<file path="config.mk">
export PLATFORM = sky130hd
export DESIGN_NAME = tc_scan_sched
export DESIGN_NICKNAME = d
export VERILOG_FILES = /design/src/rtl/tc_scan_sched.sv
export SDC_FILE = /design/constraint.sdc
export NUM_CORES = 1
export LEC_CHECK = 0
export CAP_MARGIN = 20
export CORE_MARGIN = 2
export CORE_UTILIZATION = 57
export CTS_CLUSTER_SIZE = 20
export DETAILED_ROUTE_END_ITERATION = 10
export PLACE_DENSITY_LB_ADDON = 0.08
export SETUP_SLACK_MARGIN = 0.3
export SYNTH_ARGS = -nofsm -noshare
export SYNTH_HDL_FRONTEND = slang
export SYNTH_SLANG_ARGS = --single-unit
</file>
<file path="constraint.sdc">
create_clock -name clk -period 3.1 [get_ports clk]
set_input_delay 0.62 -clock clk [delete_from_list [all_inputs] [get_ports clk]]
set_output_delay 0.62 -clock clk [all_outputs]
set_load 0.02 [all_outputs]
</file>
<file path="src/rtl/tc_scan_sched.sv">
`default_nettype none
// ============================================================================
//  Module   : tc_scan_sched
//  Purpose  : Round-robin reader for N_CH serial thermocouple converters that
//             share one sck/so pair. Each chip gets its own active-low select.
//             Every 16-bit frame becomes a calibrated 8-bit temperature, a
//             fault flag and a channel tag.
//  Revision : 1.0 - initial release
// ============================================================================
module tc_scan_sched #(
    parameter int N_CH       = 4,
    parameter int CH_W       = 2,
    parameter int CLK_DIV    = 25000,
    parameter int CONV_WAIT  = 11000000,
    parameter int CAL_OFFSET = 5
) (
    input  logic            clk,
    input  logic            rst,
    input  logic            enable,
    input  logic [N_CH-1:0] ch_mask,
    input  logic            so,
    output logic            sck,
    output logic [N_CH-1:0] cs_n,
    output logic [7:0]      temp_data,
    output logic [CH_W-1:0] temp_ch,
    output logic            temp_fault,
    output logic            temp_valid,
    output logic            busy
);

    localparam int c_DIV_W = (CLK_DIV > 1) ? $clog2(CLK_DIV) : 1;
    localparam int c_TMR_W = (CONV_WAIT > 0) ? $clog2(CONV_WAIT + 1) : 1;

    localparam logic [c_DIV_W-1:0] c_DIV_LAST = c_DIV_W'(CLK_DIV - 1);
    localparam logic [c_TMR_W-1:0] c_WAIT     = c_TMR_W'(CONV_WAIT);
    localparam logic [7:0]         c_CAL      = 8'(CAL_OFFSET);

    localparam logic [2:0] c_ST_IDLE  = 3'd0;
    localparam logic [2:0] c_ST_SETUP = 3'd1;
    localparam logic [2:0] c_ST_SHIFT = 3'd2;
    localparam logic [2:0] c_ST_HOLD  = 3'd3;
    localparam logic [2:0] c_ST_DONE  = 3'd4;
    localparam logic [2:0] c_ST_GAP   = 3'd5;

    logic [2:0]         r_state;
    logic [c_DIV_W-1:0] r_cnt;
    logic [3:0]         r_bit;
    logic               r_sck;
    logic [N_CH-1:0]    r_cs_n;
    logic [15:0]        r_frame;
    logic [CH_W-1:0]    r_ch;
    logic [CH_W-1:0]    r_last;
    logic               r_busy;
    logic               r_valid;
    logic [7:0]         r_data;
    logic [CH_W-1:0]    r_tch;
    logic               r_fault;

    logic               w_div_end;
    logic               w_hold_end;
    logic [N_CH-1:0]    w_elig;
    logic               w_found;
    logic [CH_W-1:0]    w_pick;
    logic [CH_W:0]      w_cand;
    logic [7:0]         w_raw;
    logic [7:0]         w_cal;
    logic [2:0]         w_unused_bits;

    assign w_div_end     = (r_cnt == c_DIV_LAST);
    assign w_hold_end    = (r_state == c_ST_HOLD) && w_div_end;
    assign w_unused_bits = {r_frame[15], r_frame[1:0]};

    // Per-channel conversion timer: reloaded as the chip is deselected, a
    // channel is only eligible once its timer has drained to zero.
    for (genvar g = 0; g < N_CH; g++) begin : g_timer
        logic [c_TMR_W-1:0] r_tmr;

        // Count down the conversion time of this chip
        always_ff @(posedge clk) begin
            if (rst) begin
                r_tmr <= '0;
            end else if (w_hold_end && (r_ch == CH_W'(g))) begin
                r_tmr <= c_WAIT;
            end else if (r_tmr != '0) begin
                r_tmr <= r_tmr - 1'b1;
            end
        end

        assign w_elig[g] = ch_mask[g] && (r_tmr == '0);
    end

    // Round-robin scan: first eligible channel after the last one served
    always_comb begin
        w_found = 1'b0;
        w_pick  = '0;
        w_cand  = '0;
        for (int k = 1; k <= N_CH; k++) begin
            w_cand = (CH_W + 1)'(r_last) + (CH_W + 1)'(k);
            if (w_cand >= (CH_W + 1)'(N_CH)) begin
                w_cand = w_cand - (CH_W + 1)'(N_CH);
            end
            if (!w_found && w_elig[w_cand[CH_W-1:0]]) begin
                w_found = 1'b1;
                w_pick  = w_cand[CH_W-1:0];
            end
        end
    end

    // Calibration: subtract offset with saturation at zero, force 0 on fault
    always_comb begin
        w_raw = r_frame[14:7];
        if (r_frame[2] || (w_raw < c_CAL)) begin
            w_cal = '0;
        end else begin
            w_cal = w_raw - c_CAL;
        end
    end

    // Frame sequencer: select, clock 16 bits in, deselect, publish, rest
    always_ff @(posedge clk) begin
        if (rst) begin
            r_state <= c_ST_GAP;
            r_cnt   <= '0;
            r_bit   <= '0;
            r_sck   <= 1'b0;
            r_cs_n  <= '1;
            r_frame <= '0;
            r_ch    <= '0;
            r_last  <= CH_W'(N_CH - 1);
            r_busy  <= 1'b0;
            r_valid <= 1'b0;
            r_data  <= '0;
            r_tch   <= '0;
            r_fault <= 1'b0;
        end else begin
            r_valid <= 1'b0;
            case (r_state)
                c_ST_IDLE: begin
                    if (enable && w_found) begin
                        r_ch    <= w_pick;
                        r_cs_n  <= ~(N_CH'(1) << w_pick);
                        r_busy  <= 1'b1;
                        r_cnt   <= '0;
                        r_state <= c_ST_SETUP;
                    end
                end
                c_ST_SETUP: begin
                    if (w_div_end) begin
                        // First rising sck edge captures bit 15
                        r_cnt   <= '0;
                        r_bit   <= '0;
                        r_sck   <= 1'b1;
                        r_frame <= {r_frame[14:0], so};
                        r_state <= c_ST_SHIFT;
                    end else begin
                        r_cnt <= r_cnt + 1'b1;
                    end
                end
                c_ST_SHIFT: begin
                    if (w_div_end) begin
                        r_cnt <= '0;
                        if (r_sck) begin
                            r_sck <= 1'b0;
                        end else if (r_bit == 4'd15) begin
                            r_state <= c_ST_HOLD;
                        end else begin
                            r_bit   <= r_bit + 1'b1;
                            r_sck   <= 1'b1;
                            r_frame <= {r_frame[14:0], so};
                        end
                    end else begin
                        r_cnt <= r_cnt + 1'b1;
                    end
                end
                c_ST_HOLD: begin
                    if (w_div_end) begin
                        r_cnt   <= '0;
                        r_cs_n  <= '1;
                        r_state <= c_ST_DONE;
                    end else begin
                        r_cnt <= r_cnt + 1'b1;
                    end
                end
                c_ST_DONE: begin
                    r_valid <= 1'b1;
                    r_tch   <= r_ch;
                    r_fault <= r_frame[2];
                    r_data  <= w_cal;
                    r_last  <= r_ch;
                    r_busy  <= 1'b0;
                    r_cnt   <= '0;
                    r_state <= c_ST_GAP;
                end
                c_ST_GAP: begin
                    if (w_div_end) begin
                        r_cnt   <= '0;
                        r_state <= c_ST_IDLE;
                    end else begin
                        r_cnt <= r_cnt + 1'b1;
                    end
                end
                default: begin
                    r_cnt   <= '0;
                    r_state <= c_ST_GAP;
                end
            endcase
        end
    end

    assign sck        = r_sck;
    assign cs_n       = r_cs_n;
    assign temp_data  = r_data;
    assign temp_ch    = r_tch;
    assign temp_fault = r_fault;
    assign temp_valid = r_valid;
    assign busy       = r_busy;

endmodule
`default_nettype wire

</file>
* After elaboration in Yosys (flattened, before gate mapping)
Cells that the tools add are included.
** Operators by class
- Add/subtract/negate cells :: 15
- Magnitude comparators :: 9
- Equality and inequality tests :: 18
- Shift-type cells :: 1
- Multiplexer cells :: 61
- Bitwise gates (word level) :: 1
- Reduce and logical (&&, ||, !) cells :: 45
** Operator list (number)
- 24-bit 2-to-1 mux :: 8
- 24-bit logical NOT :: 4
- 24-bit nonzero test :: 4
- 24-bit by 1-bit subtractor with 24-bit output (second input constant) :: 4
- 15-bit 2-to-1 mux :: 6
- 15-bit one-hot mux with 2 select lines :: 2
- 4-bit 2-to-1 mux :: 6
- 3-bit 2-to-1 mux :: 7
- 2-bit 2-to-1 mux :: 8
- 2-bit != test (second input constant) :: 8
- 4-bit one-hot mux with 2 select lines :: 2
- 15-bit by 1-bit adder with 15-bit output (second input constant) :: 1
- 15-bit equality test (second input constant) :: 1
- 3-bit one-hot mux with 5 select lines :: 1
- 1-bit 2-to-1 mux :: 14
- 2-bit nonzero test :: 7
- 1-bit logical AND :: 13
- 3-bit greater-or-equal comparator (second input constant) :: 4
- 2-bit by 3-bit less-than comparator with 1-bit output (second input constant) :: 4
- 1-bit binary-select mux with 2-bit select :: 4
- 8-bit by 3-bit less-than comparator with 1-bit output (second input constant) :: 1
- 8-bit 2-to-1 mux :: 1
- 2-bit OR reduction :: 4
- 2-bit by 1-bit subtractor with 2-bit output (second input constant) :: 4
- 23 further kinds :: 32
** Storage, ports and cells
- Register bits :: 155
- Input bits :: 8
- Output and inout port bits :: 18
- Word-level logic and storage cells :: 171

* Longest topological paths before layout
Gate-level depths: netlist (run 1).
- Word-level depth :: 19
- Depth in mapped cells :: 10
- Mapped depth without buffers :: 9

* Worst setup path after synthesis (run 1)
OpenSTA, ideal clock, no wires.
- Path type :: flip-flop to flip-flop
- Start point :: register g_timer[3].r_tmr[12]
- End point :: register r_cnt[10]
- Setup time :: 0.128 ns
- Data arrival time :: 2.450 ns
- Required time :: 2.972 ns
- Slack :: 0.523 ns
- Cell stages (with the launch flop) :: 10
- Path buffers :: 3
- Period minus slack after synthesis :: 2.577 ns
- Path through :: dfxtp_1 or4_1 buf_2 nor4b_4 and4_1 buf_4 nor4_1 a31oi_1 clkbuf_1 nor2_1
** Between the ends
- Longest elaborated chain between the ends :: 16
- Elaborated cells on any way between the ends :: 22
- Those cells by class :: 1 x eq/ne; 12 x mux; 9 x reduce/logical
** Ends and longest elaborated chain
- start, declared :: RTL line 76 : logic [c_TMR_W-1:0] r_tmr;
- start signal, assigned :: RTL line 83 : r_tmr <= c_WAIT;
- start signal, assigned :: RTL line 85 : r_tmr <= r_tmr - 1'b1;
- 24-bit logical NOT (*) :: RTL line 89 : assign w_elig[g] = ch_mask[g] && (r_tmr == '0);
- 1-bit logical AND (*) :: RTL line 89
- 1-bit binary-select mux with 2-bit select :: RTL line 102 : if (!w_found && w_elig[w_cand[CH_W-1:0]]) begin
- 1-bit 2-to-1 mux (implied by the code) :: RTL line 102
- 1-bit 2-to-1 mux :: RTL line 102
- 1-bit logical NOT :: RTL line 102
- 1-bit logical AND :: RTL line 102
- 1-bit 2-to-1 mux :: RTL line 102
- 1-bit logical NOT :: RTL line 102
- 1-bit logical AND :: RTL line 102
- 1-bit 2-to-1 mux :: RTL line 102
- 1-bit logical NOT :: RTL line 102
- 1-bit logical AND :: RTL line 102
- 1-bit 2-to-1 mux (*) :: RTL line 102
- 1-bit logical AND (*) :: RTL line 139 : if (enable && w_found) begin
- 2-bit != test (no source line) (*)
- end signal, assigned :: RTL line 156 : r_cnt <= r_cnt + 1'b1;
- end signal, assigned :: RTL line 172 : r_cnt <= r_cnt + 1'b1;
- end signal, assigned :: RTL line 181 : r_cnt <= r_cnt + 1'b1;
- end, declared :: RTL line 46 : logic [c_DIV_W-1:0] r_cnt;
Every way passes the cells marked *; elsewhere a longest branch is shown, timed or not. The select of a mux whose other input is x is not followed.
A chain may end at the register's enable or synchronous reset.

* Worst setup path after layout (run 1)
- Start point :: register g_timer[3].r_tmr[12]
- End point :: register r_cnt[13]
Same word-level chain as after synthesis.

==> metrics, run 1 <==
Distinct cells, synth 56; Max Root-Sink Buffers 2; Reg power frac 0.333; fmax 374 MHz; number of synthesized flops with an enable pin 0; xor/xnor share of the synthesized area 0.127; commonest cells after routing, fill and taps aside dfxtp_1 (155), nor2_1 (150), xnor2_1 (66), a21oi_1 (66), nand2_1 (59); largest net degree at the start of global routing 83; synthesis-stage register bit count 155; crit path capture type flop; drt first pass iters 5; GRT Util Overall 0.241; P_int 5610 µW; CTS tree built; CTS root buf clkbuf_16; Seq/Total Area, Yosys 0.437; antenna viol nets, final 0; Synth Area per Inst 8.58 µm²; setup ws final 0.429 ns; Vias 5,889; status finished clean; Post-Synth Adder-Cell Area 0.0194; Clock Sink Count about 160; min-delay worst type flop to flop; Die Span Y 116 µm; CTS H-Tree Depth 4; path type of the worst setup path flop to flop; Max-slew headroom 0.427; Ant. Diodes 0; Worst-Margin Slew around 0.86 ns; Net Sw Frac 0.394; Simple-Gate Fraction of Synth Area 0.251; top cells by area, synth dfxtp_1 (44%), xnor2_1 (8.1%), nor2_1 (7.9%), a21oi_1 (4.7%), xor2_1 (4.6%); power per cell area 1130 nW/µm²; setup TNS 0 ns; Critical Path Sink r_cnt[13]; worst path required time between 3 and 4 ns; most common cell after layout, fill and taps aside dfxtp_1; Die W roughly 120 µm; Nets 881; final WL 15.3 mm; FILL cells between 900 and 1k; clk_lat worst skew approximately 0.43 ns; fin crit share 0.862; RSZ-0062 raised after global routing true; multiplexer area fraction after synthesis 0.0254; Starting Density 0.588; placed cells a little over 1k; FF-to-FF Start g_timer[3].r_tmr[12]; Final setup viols 0; synthesized net count 846; IO Pins 26; Core Util, Final 0.682; Critical Path Fanout Max 8; clock share of power 0.220; P_leak around 0.0030 µW; CP startpoint g_timer[3].r_tmr[12]; Core ar. 12,100 µm²; FF-to-FF End r_cnt[13]; Synth Area in Compound Gates 0.114; Post-Synthesis Cells 827; initial antenna violation count 0; first-pass GRT wire length 25.9 mm; mapped cell area 7090 µm²; number of CTS-inserted buffers 17; Worst-path clk slew around 0.060 ns; yosys warns 0; Final Slew Violations 0; ys flop type dfxtp_1; reg-to-reg slack, setup ~0.43 ns; vias in the first global route 5,612; Die ar. roughly 13,000 µm²; WL per Instance 14.7 µm; peak supply drop ~0.54 mV; Starting DRT DRC Count approximately 360; final hold violation count 0; Crit path arrival time about 3 ns; hpwl dp a little over 10 mm; largest family of logic cells by synthesized area simple AND/OR/NAND/NOR gates; skew final ~0.014 ns; Finished Layout Cells between 1k and 1.5k; combinational group share of total power 0.447; Tmin final 2.67 ns; max-cap check violation count 0; final routed DRC violation total 0; Via density 5.65; area leader, netlist dfxtp_1; fraction of registers with async set/reset 0; Overflow after GRT 0; std cell rows 40; share of cells above drive strength 1 0.0846; Layout area overhead 16.0%; FF-to-FF path depth 8; Net Switching 3640 µW; CP Launch Type flop; Place WS 0.155 ns; post-synth top area share 0.437; global placer's final weighted congestion about 0.81; # port buffers 25
-- repair_timing --
item / 4_1_cts / 5_1_grt
setup buffers: 0 / 1
pin swaps: 0 / 1
setup endpoints to repair: 6 / 30
resized for setup: 4 / 10
hold buffers: 0 / 0
-- synth_stat cells (all sizes together) (2+ instances only) --
cell	n
o41ai	5
and3	2
nor2	150
dfxtp	155
or3	13
a31oi	6
nand4	11
nor2b	3
nor3b	2
or4	10
o21ai	8
o211ai	5
nand3b	7
nand3	19
nand2	60
nor4bb	2
and2	5
nor3	29
clkbuf	24
inv	20
a21oi	67
buf	4
a2111oi	5
nor4	23
nand2b	12
xnor2	66
a22oi	9
a211oi	7
mux2i	18
o31ai	4
ha	11
xor2	37
a21boi	2
nor4b	4
and4	6
or2	4
-- power groups by stage --
stage | logic [µW] | registers [µW] | clock network [µW]
detailed placement | 3970 | 3100 | 0
global route | 4640 | 3170 | 2150
finish | 4140 | 3090 | 2030
floorplan | 3140 | 2990 | 0
global placement | 3830 | 3050 | 0
CTS | 4030 | 3070 | 2070
-- worst max-delay path, cell delays in order (launching register included) --
cell	delay, ns
dfxtp_1	0.35
or4_4	0.60
nor4b_4	0.30
and4_2	0.33
o41ai_4	0.15
buf_4	0.21
a2111oi_2	0.38
xnor2_1	0.18
nor2_1	0.06
-- cell families after synthesis --
logic type / count (synthesis)
XOR/XNOR: 103
multiplexers: 18
buffers and inverters: 48
adder cells (fa/ha/maj): 11
AND/OR/NAND/NOR: 365
flip-flops: 155
AO/OA/AOI/OAI: 127
-- worst min-delay path by stage --
stage | depth (start not counted) | from | endpoint
6_report | 2 | temp_ch[1] | temp_ch[1]
2_1_floorplan | 2 | g_timer[2].r_tmr[8] | g_timer[2].r_tmr[8]
3_5_place_dp | 2 | temp_ch[1] | temp_ch[1]
3_3_place_gp | 2 | temp_ch[1] | temp_ch[1]
5_1_grt | 2 | temp_ch[1] | temp_ch[1]
4_1_cts | 2 | temp_ch[1] | temp_ch[1]
-- state kept, by name, indices dropped and copies added (netlist names), named ones only --
name / count
r_cnt: 15
sck: 1
r_state: 2
r_bit: 4
temp_ch: 2
r_last: 2
r_frame: 15
busy: 1
cs_n: 4
temp_valid: 1
temp_fault: 1
temp_data: 8
g_timer.r_tmr: 96
r_ch: 2
-- per-layer routing --
layer	track usage	wire length (µm)	vias up
met5	0	0	-
met4	0.100	222	0
met3	0.0481	443	17
met2	0.399	7530	103
met1	0.309	7150	2808
li1	-	-	2961
-- through the flow --
| stage | instance area (µm²) | total power [µW] | hold slack (ns) |
|---|---|---|---|
| detailed placement | 7580 | 7070 | 0.452 |
| global placement | 7570 | 6880 | 0.449 |
| global route | 8230 | 9960 | 0.480 |
| CTS | 8170 | 9160 | 0.463 |
| finish | 8230 | 9260 | 0.465 |
| floorplan | 7090 | 6130 | 0.444 |
-- layout make-up --
type | count | area [µm²] | area share
clock buffers | 18 | 429 | 0.0522
clock inverters | 14 | 145 | 0.0176
inverters | 20 | 75.1 | 0.00913
multi-input cells | 624 | 3880 | 0.471
flip-flops and latches | 155 | 3100 | 0.377
well taps | 168 | 210 | 0.0256
repair buffers | 44 | 388 | 0.0471
Power figures use the tool's default switching activity.
==> run 2: changes to the inputs <==
--- a/config.mk
+++ b/config.mk
@@ -5,13 +5,13 @@
 export SDC_FILE = /design/constraint.sdc
 export NUM_CORES = 1
 export LEC_CHECK = 0
-export CAP_MARGIN = 20
 export CORE_MARGIN = 2
 export CORE_UTILIZATION = 57
 export CTS_CLUSTER_SIZE = 20
 export DETAILED_ROUTE_END_ITERATION = 10
 export PLACE_DENSITY_LB_ADDON = 0.08
 export SETUP_SLACK_MARGIN = 0.3
+export SKIP_LAST_GASP = 1
 export SYNTH_ARGS = -nofsm -noshare
 export SYNTH_HDL_FRONTEND = slang
 export SYNTH_SLANG_ARGS = --single-unit
==> metrics, run 2 (synthesis results as in run 1) <==
status finished clean; hpwl dp 10.4 mm; Critical Path Fanout Max 8; CTS H-Tree Depth 4; Finished Layout Cells 1,043; Starting Density 0.588; WL per Instance 15.2 µm; antenna viol nets, final 0; P_leak about 0.0031 µW; vias in the first global route approximately 5.7k; Tmin final approximately 2.6 ns; first-pass GRT wire length roughly 27 mm; hold_buf cts 0; crit path capture type flop; number of CTS-inserted buffers 17; fmax 381 MHz; Crit path arrival time 2.92 ns; CTS root buf clkbuf_16; setup ws final 0.477 ns; GRT Util Overall 0.248; IO Pins 26; Die W 116 µm; Ant. Diodes 0; Max-slew headroom 0.411; Vias 5,928; most common cell after layout, fill and taps aside dfxtp_1; Core ar. 12,100 µm²; peak supply drop ~0.55 mV; final hold violation count 0; final WL 15.8 mm; hold_ws around 0.48 ns; # port buffers 25; Max Root-Sink Buffers 2; clk_lat worst skew approximately 0.43 ns; Place WS -0.148 ns; Layout area overhead 17.0%; Largest Register g_timer.r_tmr; FILL cells 996; initial antenna violation count 0; power per cell area 1140 nW/µm²; largest net degree at the start of global routing 83; placed inst area between 7000 and 8000 µm²; skew final 0.0100 ns; path type of the worst setup path flop to flop; Overflow after GRT 0; Starting DRT DRC Count 386; cell area after layout 8300 µm²; RSZ-0062 raised after global routing false; Worst-Margin Slew 0.883 ns; CP max-delay cell or4_4; fin crit share 0.846; Final setup viols 0; CTS tree built; placed cells 1,009; crit-path cells or4_4, nor4b_4, and4_4, buf_4, a2111oi_0, or3_1, o22ai_1, nand2_1; CP Launch Type flop; max incr delay on CP between 0.6 and 0.7 ns; worst path required time 3.40 ns; setup TNS 0 ns; Nets about 880; commonest cells after routing, fill and taps aside dfxtp_1 (155), nor2_1 (150), xnor2_1 (66), a21oi_1 (66), nand2_1 (59); min-delay worst type flop to flop; share of cells above drive strength 1 0.0846; Clock Sink Count 155; max-cap check violation count 0; Die ar. 13,400 µm²; Die Span Y 116 µm; std cell rows 40; largest registers g_timer.r_tmr (96), r_cnt (15), r_frame (15); Via density 5.68; final routed DRC violation total 0; global placer's final weighted congestion 0.809; drt first pass iters 5; Worst-path clk slew 0.06 ns; Largest register FFs 96; Final Slew Violations 0
[run 2: cell types whose count changed in the layout (fill, tap and decap cells not counted), sizes merged]
cell	before	now
clkbuf	18	19
bufinv	2	4
clkinv	6	4
clkinvlp	4	3
[run 2: layer usage]
layer / GRT usage / vias to the layer above / share of wire
met3: 0.0596 / 20 / 0.037
met5: 0 / - / 0
met2: 0.412 / 106 / 0.49
met4: 0.0827 / 0 / 0.011
li1: - / 2969 / -
met1: 0.317 / 2833 / 0.46
[run 2: repair_timing]
action,4_1_cts,5_1_grt
gates resized for setup,7,7
pin swaps,1,2
buffers inserted,0,2
setup endpoints to repair,19,37
[run 2: where the power goes]
| part | switching, µW | internal, µW | leakage, µW |
|---|---|---|---|
| Combinational | 2290 | 1880 | 0.00150 |
| Clock | 852 | 1390 | 0.000306 |
| Sequential | 527 | 2560 | 0.00126 |
| Total | 3670 | 5830 | 0.00307 |
[run 2: area by class of cell]
cell class	instances	area, µm²	area share
well taps	168	210	0.0253
multi-input cells	624	3870	0.466
clock inverters	13	188	0.0226
clock buffers	19	453	0.0546
flip-flops and latches	155	3100	0.374
repair buffers	44	400	0.0482
inverters	20	75.1	0.00904
[run 2: worst max-delay path, delay by kind of cell, from the launching register on]
family	cells	cell delay [ns]
simple gates	5	1.69
flops	1	0.35
compound gates	2	0.29
buf+inv	1	0.17
[run 2: final timing paths]
kind | end | slack (ns) | from | cells after the start
max | cs_n[2] | 0.48 | g_timer[3].r_tmr[12] | 8
min | temp_fault | 0.48 | temp_fault | 2
max reg2reg | cs_n[2] | 0.48 | g_timer[3].r_tmr[12] | 8
min reg2reg | temp_fault | 0.48 | temp_fault | 2
[run 2: metrics by stage]
step / power (µW) / utilization
detailed placement: 7060 / 0.628
global route: 10200 / 0.688
CTS: 9400 / 0.683
floorplan: 6130 / -
finish: 9490 / 0.688
global placement: 6880 / 0.628
==> run 3: changes to the inputs <==
--- a/config.mk
+++ b/config.mk
@@ -6,7 +6,7 @@
 export NUM_CORES = 1
 export LEC_CHECK = 0
 export CORE_MARGIN = 2
-export CORE_UTILIZATION = 57
+export CORE_UTILIZATION = 55
 export CTS_CLUSTER_SIZE = 20
 export DETAILED_ROUTE_END_ITERATION = 10
 export PLACE_DENSITY_LB_ADDON = 0.08
==> constraint.sdc (replaced) <==
create_clock -name clk -period 2.36 [get_ports clk]
set_input_delay 0.472 -clock clk [delete_from_list [all_inputs] [get_ports clk]]
set_output_delay 0.472 -clock clk [all_outputs]
set_load 0.02 [all_outputs]
==> metrics, run 3 (synthesis results as in run 1) <==
status finished with violations; failing checks setup timing; placed cells approximately 1.1k; FF-to-FF Start g_timer[3].r_tmr[2]; initial antenna violation count 0; share of cells above drive strength 1 0.310; setup ws final -0.135 ns; Via density 5.63; Layout area overhead 39.1%; Die Span Y about 120 µm; Worst-path clk slew 0.07 ns; FF-to-FF path depth 9; final WL ~18 mm; GRT Util Overall 0.250; path type of the worst setup path flop to flop; CTS tree built; Critical Path Fanout Max 4; Nets 976; global placer's final weighted congestion 0.799; Overflow after GRT 0; CP Launch Type flop; P_leak 0.00368 µW; WL per Instance between 15 and 20 µm; Max-slew headroom 0.433; Starting Density 0.562; std cell rows 41; FF-to-FF End g_timer[3].r_tmr[19]; Hold EP g_timer[0].r_tmr[21]; beginning of the worst hold path rst; hold depth 2; number of CTS-inserted buffers 17; most common cell after layout, fill and taps aside nor2_1; crit path capture type flop; CTS H-Tree Depth 4; reg-to-reg slack, setup -0.13 ns; Largest register FFs 96; Largest Register g_timer.r_tmr; CTS root buf clkbuf_16; Die W 118 µm; fin crit share 1.06; # port buffers 25; skew final ~0.012 ns; Vias 6,419; first-pass GRT wire length 28.7 mm; FILL cells 866; clk_lat worst skew 0.44 ns; peak supply drop 0.908 mV; Crit path arrival time roughly 2.8 ns; Tmin final ~2.5 ns; Starting DRT DRC Count just over 400; Die ar. 13,800 µm²; Total Power 15,100 µW; largest net degree at the start of global routing 35; commonest cells after routing, fill and taps aside nor2_1 (132), dfxtp_1 (130), buf_4 (88); antenna viol nets, final 0; Clock Sink Count 155; final hold violation count 0; Ant. Diodes 0; fmax 401 MHz; worst path required time 2.67 ns; hold_ws 0.449 ns; Core ar. ~13,000 µm²; max-cap check violation count 0; Final Slew Violations 0; RSZ-0062 raised after global routing true; drt first pass iters 5; min-delay worst type input pin to flop; Max Root-Sink Buffers 2; power per cell area 1530 nW/µm²; vias in the first global route ~6.2k; Worst-Margin Slew 0.843 ns; Finished Layout Cells ~1.1k; final routed DRC violation total 0; largest registers g_timer.r_tmr (96), r_cnt (15), r_frame (15); hpwl dp 11.1 mm; IO Pins 26; hold_buf cts 0; Final setup viols 19
-- run 3: cell types whose count changed in the layout (fill, tap and decap cells not counted), sizes merged --
cell      delta
buf         +95
clkinvlp     +6
bufinv       -4
clkinv       -2
inv          -2
-- run 3: worst max-delay path, cell delays in order, from the launching register on --
cell,delay (ns)
dfxtp_2,0.32
or4_4,0.55
buf_6,0.14
or3_4,0.36
a2111oi_4,0.31
buf_4,0.20
nand2_4,0.09
nor2_4,0.17
xnor2_1,0.15
nor2_1,0.09
-- run 3: per-layer routing --
metal  GRT usage  up-vias  part of all wire
met1       0.310     3118              0.44
li1            -     3143                 -
met5           0        -                 0
met4      0.0964        0             0.015
met2       0.432      134              0.51
met3      0.0470       24             0.037
-- run 3: through the flow --
| step | worst slack [ns] | setup TNS [ns] | utilization | area, µm² |
|---|---|---|---|---|
| 3_5_place_dp | -0.219 | -2.99 | 0.652 | 8230 |
| 2_1_floorplan | -0.0188 | -0.0705 | - | 7320 |
| 6_report | -0.135 | -1.21 | 0.782 | 9860 |
| 5_1_grt | -0.218 | -2.89 | 0.782 | 9860 |
| 4_1_cts | -0.0620 | -0.216 | 0.728 | 9180 |
| 3_3_place_gp | -0.148 | -1.49 | 0.652 | 8230 |
-- run 3: cell type report --
class | count | area [µm²] | area share
tap | 172 | 215 | 0.0218
inverter | 20 | 75.1 | 0.00761
sequential | 155 | 3140 | 0.318
clock buffer | 19 | 433 | 0.0439
multi-input combinational | 624 | 4660 | 0.472
timing repair buffer | 139 | 1260 | 0.128
clock inverter | 11 | 77.6 | 0.00786
-- run 3: repair_timing --
action                                  in CTS  in global routing
endpoints found under the setup margin     111                128
cloned                                       1                  1
setup buffers                               18                 23
pin swaps                                   21                 54
resized for setup                           57                118
endpoints found under the hold margin        0                  0
-- run 3: power by group --
part / leakage [µW] / internal [µW] / switching, µW / total (µW)
logic: 0.00219 / 4280 / 4160 / 8430
clock network: 0.000221 / 1320 / 1090 / 2410
registers: 0.00127 / 3400 / 810 / 4210
-- run 3: how the worst max path moves through the flow --
stage / from / end / slack, ns / depth (start not counted)
after floorplan: g_timer[3].r_tmr[14] / cs_n[2] / -0.02 / 9
after global placement: g_timer[3].r_tmr[11] / r_cnt[9] / -0.15 / 8
after detailed placement: g_timer[3].r_tmr[11] / r_cnt[11] / -0.22 / 8
after CTS: g_timer[3].r_tmr[19] / r_cnt[13] / -0.06 / 8
after global routing: g_timer[3].r_tmr[2] / g_timer[3].r_tmr[23] / -0.22 / 9
final: g_timer[3].r_tmr[2] / g_timer[3].r_tmr[19] / -0.13 / 9
